File: src/rtl/sr_latch_pkg.sv
// Shared constants for the SR latch bank: conflict-policy encodings and
// counter sizing helpers used by every channel.
`timescale 1ns/1ps
package sr_latch_pkg;

  localparam logic [1:0] MODE_HOLD    = 2'b00;
  localparam logic [1:0] MODE_SET_DOM = 2'b01;
  localparam logic [1:0] MODE_RST_DOM = 2'b10;
  localparam logic [1:0] MODE_TOGGLE  = 2'b11;

  function automatic int clog2(input int value);
    int res;
    res = 0;
    while ((1 << res) < value) res++;
    return res;
  endfunction

  // Filter counter width; never zero so declarations stay legal when bypassed.
  function automatic int cnt_width(input int filter_cycles);
    int w;
    w = clog2(filter_cycles + 1);
    return (w < 1) ? 1 : w;
  endfunction

endpackage

File: src/rtl/sr_latch_bank_channel.sv
// One latch channel: two input synchronisers, two glitch filters, the latch
// with its conflict policy, and registered change/conflict pulses.
`timescale 1ns/1ps
module sr_latch_channel
  import sr_latch_pkg::*;
#(
  parameter int SYNC_STAGES   = 2,
  parameter int FILTER_CYCLES = 4
) (
  input  logic       clk,
  input  logic       rst_n,
  input  logic       ena,
  input  logic       s_n,
  input  logic       r_n,
  input  logic [1:0] mode,
  output logic       q,
  output logic       qn,
  output logic       changed,
  output logic       conflict
);

  localparam int CNT_W = cnt_width(FILTER_CYCLES);

  // Index 0 carries the set path, index 1 the reset path.
  logic [1:0]                  in_n;
  logic [1:0][SYNC_STAGES-1:0] sync_q;
  logic [1:0][SYNC_STAGES-1:0] sync_d;
  logic [1:0]                  sync_out;
  logic [1:0]                  filt;

  assign in_n = {r_n, s_n};

  always_comb begin
    for (int i = 0; i < 2; i++) begin
      sync_d[i]   = {sync_q[i][SYNC_STAGES-2:0], in_n[i]};
      sync_out[i] = sync_q[i][SYNC_STAGES-1];
    end
  end

  always_ff @(posedge clk or negedge rst_n) begin
    if (!rst_n) sync_q <= '1;
    else        sync_q <= sync_d;
  end

  generate
    if (FILTER_CYCLES == 0) begin : g_bypass
      assign filt = sync_out;
    end else begin : g_filter
      localparam logic [CNT_W-1:0] CNT_LAST = CNT_W'(FILTER_CYCLES - 1);

      logic [1:0][CNT_W-1:0] cnt_q;
      logic [1:0][CNT_W-1:0] cnt_d;
      logic [1:0]            filt_q;
      logic [1:0]            filt_d;

      // The filtered level only moves after FILTER_CYCLES consecutive mismatches.
      always_comb begin
        for (int i = 0; i < 2; i++) begin
          cnt_d[i]  = '0;
          filt_d[i] = filt_q[i];
          if (sync_out[i] != filt_q[i]) begin
            if (cnt_q[i] == CNT_LAST) filt_d[i] = sync_out[i];
            else                      cnt_d[i]  = cnt_q[i] + CNT_W'(1);
          end
        end
      end

      always_ff @(posedge clk or negedge rst_n) begin
        if (!rst_n) begin
          cnt_q  <= '0;
          filt_q <= '1;
        end else begin
          cnt_q  <= cnt_d;
          filt_q <= filt_d;
        end
      end

      assign filt = filt_q;
    end
  endgenerate

  logic set_req;
  logic rst_req;
  logic both;
  logic q_q, q_d;
  logic changed_q, changed_d;
  logic conflict_q, conflict_d;
  logic armed_q, armed_d;

  assign set_req = ~filt[0];
  assign rst_req = ~filt[1];
  assign both    = set_req & rst_req;

  // armed_q records that both requests were active last cycle, so a conflict
  // already in progress neither re-pulses nor re-toggles.
  always_comb begin
    q_d = q_q;
    if (ena) begin
      unique case ({set_req, rst_req})
        2'b10: q_d = 1'b1;
        2'b01: q_d = 1'b0;
        2'b11: begin
          unique case (mode)
            MODE_SET_DOM: q_d = 1'b1;
            MODE_RST_DOM: q_d = 1'b0;
            MODE_TOGGLE:  if (!armed_q) q_d = ~q_q;
            default:      q_d = q_q;
          endcase
        end
        default: q_d = q_q;
      endcase
    end
    changed_d  = (q_d != q_q);
    conflict_d = both & ~armed_q;
    armed_d    = both;
  end

  always_ff @(posedge clk or negedge rst_n) begin
    if (!rst_n) begin
      q_q        <= 1'b0;
      changed_q  <= 1'b0;
      conflict_q <= 1'b0;
      armed_q    <= 1'b0;
    end else begin
      q_q        <= q_d;
      changed_q  <= changed_d;
      conflict_q <= conflict_d;
      armed_q    <= armed_d;
    end
  end

  assign q        = q_q;
  assign qn       = ~q_q;
  assign changed  = changed_q;
  assign conflict = conflict_q;

endmodule

File: src/rtl/sr_latch_bank.sv
// Bank of independent clocked SR latch channels sharing clock, reset,
// enable and conflict mode.
`timescale 1ns/1ps
module sr_latch_bank
  import sr_latch_pkg::*;
#(
  parameter int CHANNELS      = 8,
  parameter int SYNC_STAGES   = 2,
  parameter int FILTER_CYCLES = 4
) (
  input  logic                clk,
  input  logic                rst_n,
  input  logic                ena,
  input  logic [CHANNELS-1:0] s_n,
  input  logic [CHANNELS-1:0] r_n,
  input  logic [1:0]          mode,
  output logic [CHANNELS-1:0] q,
  output logic [CHANNELS-1:0] qn,
  output logic [CHANNELS-1:0] changed,
  output logic [CHANNELS-1:0] conflict
);

  for (genvar i = 0; i < CHANNELS; i++) begin : g_ch
    sr_latch_channel #(
      .SYNC_STAGES  (SYNC_STAGES),
      .FILTER_CYCLES(FILTER_CYCLES)
    ) u_ch (
      .clk     (clk),
      .rst_n   (rst_n),
      .ena     (ena),
      .s_n     (s_n[i]),
      .r_n     (r_n[i]),
      .mode    (mode),
      .q       (q[i]),
      .qn      (qn[i]),
      .changed (changed[i]),
      .conflict(conflict[i])
    );
  end

endmodule

File: config.mk
export PLATFORM = sky130hd
export DESIGN_NAME = sr_latch_bank
export DESIGN_NICKNAME = d
export VERILOG_FILES = /design/src/rtl/sr_latch_pkg.sv /design/src/rtl/sr_latch_bank_channel.sv /design/src/rtl/sr_latch_bank.sv
export SDC_FILE = /design/constraint.sdc
export NUM_CORES = 1
export LEC_CHECK = 0
export CAP_MARGIN = 25
export CORE_UTILIZATION = 56
export DETAILED_ROUTE_END_ITERATION = 10
export PLACE_DENSITY = 0.9
export SLEW_MARGIN = 0
export SYNTH_ARGS = -nofsm -noshare
export SYNTH_HDL_FRONTEND = slang
export SYNTH_SLANG_ARGS = --single-unit
export TNS_END_PERCENT = 5
File: constraint.sdc
create_clock -name clk -period 1.77 [get_ports clk]
set_clock_uncertainty 0.1 [all_clocks]
set_input_delay 0.354 -clock clk [delete_from_list [all_inputs] [get_ports clk]]
set_output_delay 0.354 -clock clk [all_outputs]
set_load 0.02 [all_outputs]
==> metrics.txt <==
status=finished clean; PnR worst setup slack=0.0627 ns; syn nets=457; class of the worst hold path=input pin to register; register area share after synthesis=0.610; CP Max Fanout=5; Fillers=619; worst path bufs/invs=1; synth unique cells=36; layout cell share with drive strength beyond 1=0.282; total design power=0.0113 W; CTS tree=built; Final GP Congestion=~0.8; leading area contributor after synthesis=dfrtp_1; Worst setup SP type=register; reg-to-reg startpoint=g_ch[2].u_ch.filt[1]; Critical Path Sink Type=output port; total CTS buffers=17; Total Nets Final=488; Syn Area/Cell=12.7 sq um; post-synth top area share=0.374; root cell of the clock tree=clkbuf_8; R2R depth=3; measured slew at the worst slew-check pin=0.344 ns; Power Density=1780 nW/um^2; crit-path max cell delay=around 0.45 ns; ANT cells=0; chip width=around 100 microns; H-tree level count=4; via count=3169; FF-to-FF End=g_ch[2].u_ch.q; CP Depth=1; worst path cell trace=clkdlybuf4s15_1; drt pass-1 iters=4; crit path DAT=1.25 ns; most frequent cells in the layout=dfrtp_1, dfstp_2, nor3b_1, clkdlybuf4s50_1; EDFF count, synth=0; die area=9940 sq um; commonest non-fill, non-tap cell in the layout=dfrtp_1; Vias/cell=about 5.3; VDD IR max=1070 uV; synth top area cells=dfrtp_1, dfstp_2, buf_4, nor3b_1, ha_1; Starting Density=0.579; worst-path cell with the longest stage delay=dfrtp_2; Die Height=around 100 microns; RSZ-0062 raised after global routing=false; Post-Syn Instances=420; row cnt=35; DRC violation count after routing=0; worst setup path end=q[3]; routed wire length per instance=15.9 microns; final setup violation count=0; Post-synth top flop=dfrtp_1; Sink Count=~130; period utilization=0.965; pre-CTS setup slack=-0.143 ns; Ys Warns=0; max-cap viol count=0; Slew Viols, Final=0; Slew HR=0.768; Final Hold Vio Count=0; Core ar.=about 9200 sq um; leakage=just under 3 nW; CTS max path bufs=2; Port Buffer Count=52; #FFs+latches synth=128; Clock Pin Slew Worst Setup and Hold Paths=0.06 ns; Post-Route WL=9430 microns; Final ANT Viol Nets=0; largest net degree at the start of global routing=around 50; R2R setup slack=0.38 ns; HPWL Detailed=6280 microns; Fmax achieved=586 MHz; setup bufs post-CTS=0; Starting DRT DRC Count=128; FFs w/ async S/R, synth=1.00; total global-route track usage=0.210; Largest delay share family, worst path=flip-flops; Critical Path RT=around 1.3 ns; Layout area overhead=18.7%; Ports=53; WS Path Type=register to output port; Layout Cells excl Fill=593; first-pass GRT wire length=15800 microns; synthesized area=~5300 sq um; vias in the first global route=3358; Placed Cells=560; total congestion overflow=0; minimum clock period=1.71 ns; Worst Setup SP=g_ch[3].u_ch.q; clk_lat worst skew=0.51 ns; initial antenna violation count=0
==> how the worst min path moves through the flow <==
stage	start	to	cells after the start
detailed placement	rst_n	g_ch[6].u_ch.g_filter.cnt_q[4]	1
global route	s_n[6]	g_ch[6].u_ch.sync_d[1]	1
finish	s_n[6]	g_ch[6].u_ch.sync_d[1]	1
CTS	s_n[6]	g_ch[6].u_ch.sync_d[1]	1
floorplan	rst_n	g_ch[0].u_ch.armed_q	0
global placement	rst_n	g_ch[6].u_ch.g_filter.cnt_q[4]	1
==> cell type report <==
type	instances	area [sq um]	share of cell area
Clock inverter	12	155	0.0244
Timing Repair Buffer	64	563	0.0887
Multi-Input combinational cell	219	1670	0.262
Clock buffer	20	455	0.0718
Sequential cell	128	3270	0.515
Tap cell	129	161	0.0254
Inverter	21	78.8	0.0124
==> through the flow <==
stage	utilization	TNS [ns]	hold WS (ns)	instance area, sq um
6_report	0.687	0	0.145	6350
4_1_cts	0.689	-0.00162	0.132	6370
5_1_grt	0.687	0	0.128	6350
2_1_floorplan	-	0	-0.0416	5350
3_3_place_gp	0.628	-0.361	0.181	5810
3_5_place_dp	0.628	-0.956	0.193	5810
==> cell usage after synthesis (all sizes together), types with 2 or more instances <==
library cell and number:
a311oi 3, a31oi 3, mux2 15, nor3 14, o31a 7, o221a 3, xnor2 16, o211a 4
ha 16, nor2 18, buf 44, a221oi 4, nor3b 28, xor2 4, clkbuf 8, nor2b 11
o311ai 3, a21oi 11, o21ai 12, a32oi 4, nand2 2, nand3b 3, nand2b 18, inv 21
and3b 10, or2b 2, dfrtp 80, and2b 2, and2 2, dfstp 48
==> flip-flops by register name (all words and copies together) (netlist names) <==
signal	count
g_ch.u_ch.sync_d	16
g_ch.u_ch.q	8
g_ch.u_ch.armed_q	8
g_ch.u_ch.changed	8
g_ch.u_ch.sync_out	16
g_ch.u_ch.conflict	8
g_ch.u_ch.g_filter.cnt_q	48
g_ch.u_ch.filt	16
==> worst register-to-register path: cells and delay by family, from the launching register on <==
kind / cells / cell delay [ns]
flip-flops: 1 / 0.63
AO/OA/AOI/OAI: 2 / 0.48
AND/OR/NAND/NOR: 1 / 0.10
==> metal layers <==
metal | routed length, microns | vias to the layer above | share of wire | global-route usage
li1 | - | 1473 | - | -
met1 | 3840 | 1602 | 0.41 | 0.242
met2 | 5020 | 80 | 0.53 | 0.365
met3 | 440 | 14 | 0.047 | 0.0632
met4 | 127 | 0 | 0.013 | 0.0837
met5 | 0 | - | 0 | 0
==> power breakdown <==
group          switching (W)  internal (W)
combinational        0.00154       0.00139
clock                0.00125       0.00226
sequential          0.000877       0.00395
==> logic make-up after synthesis <==
| family | share of synthesized area |
|---|---|
| XOR/XNOR | 0.0328 |
| buffers and inverters | 0.0782 |
| AO/OA/AOI/OAI | 0.0807 |
| multiplexers | 0.0316 |
| flip-flops | 0.610 |
| AND/OR/NAND/NOR | 0.129 |
| adder cells (fa/ha/maj) | 0.0374 |
==> repair_timing <==
| item | 4_1_cts | 5_1_grt |
|---|---|---|
| setup endpoints to repair | 32 | 8 |
| hold buffers | 1 | 0 |
| gates resized for setup | 68 | 10 |
| endpoints found under the hold margin | 42 | 0 |
(Power assumes the default switching activity.)
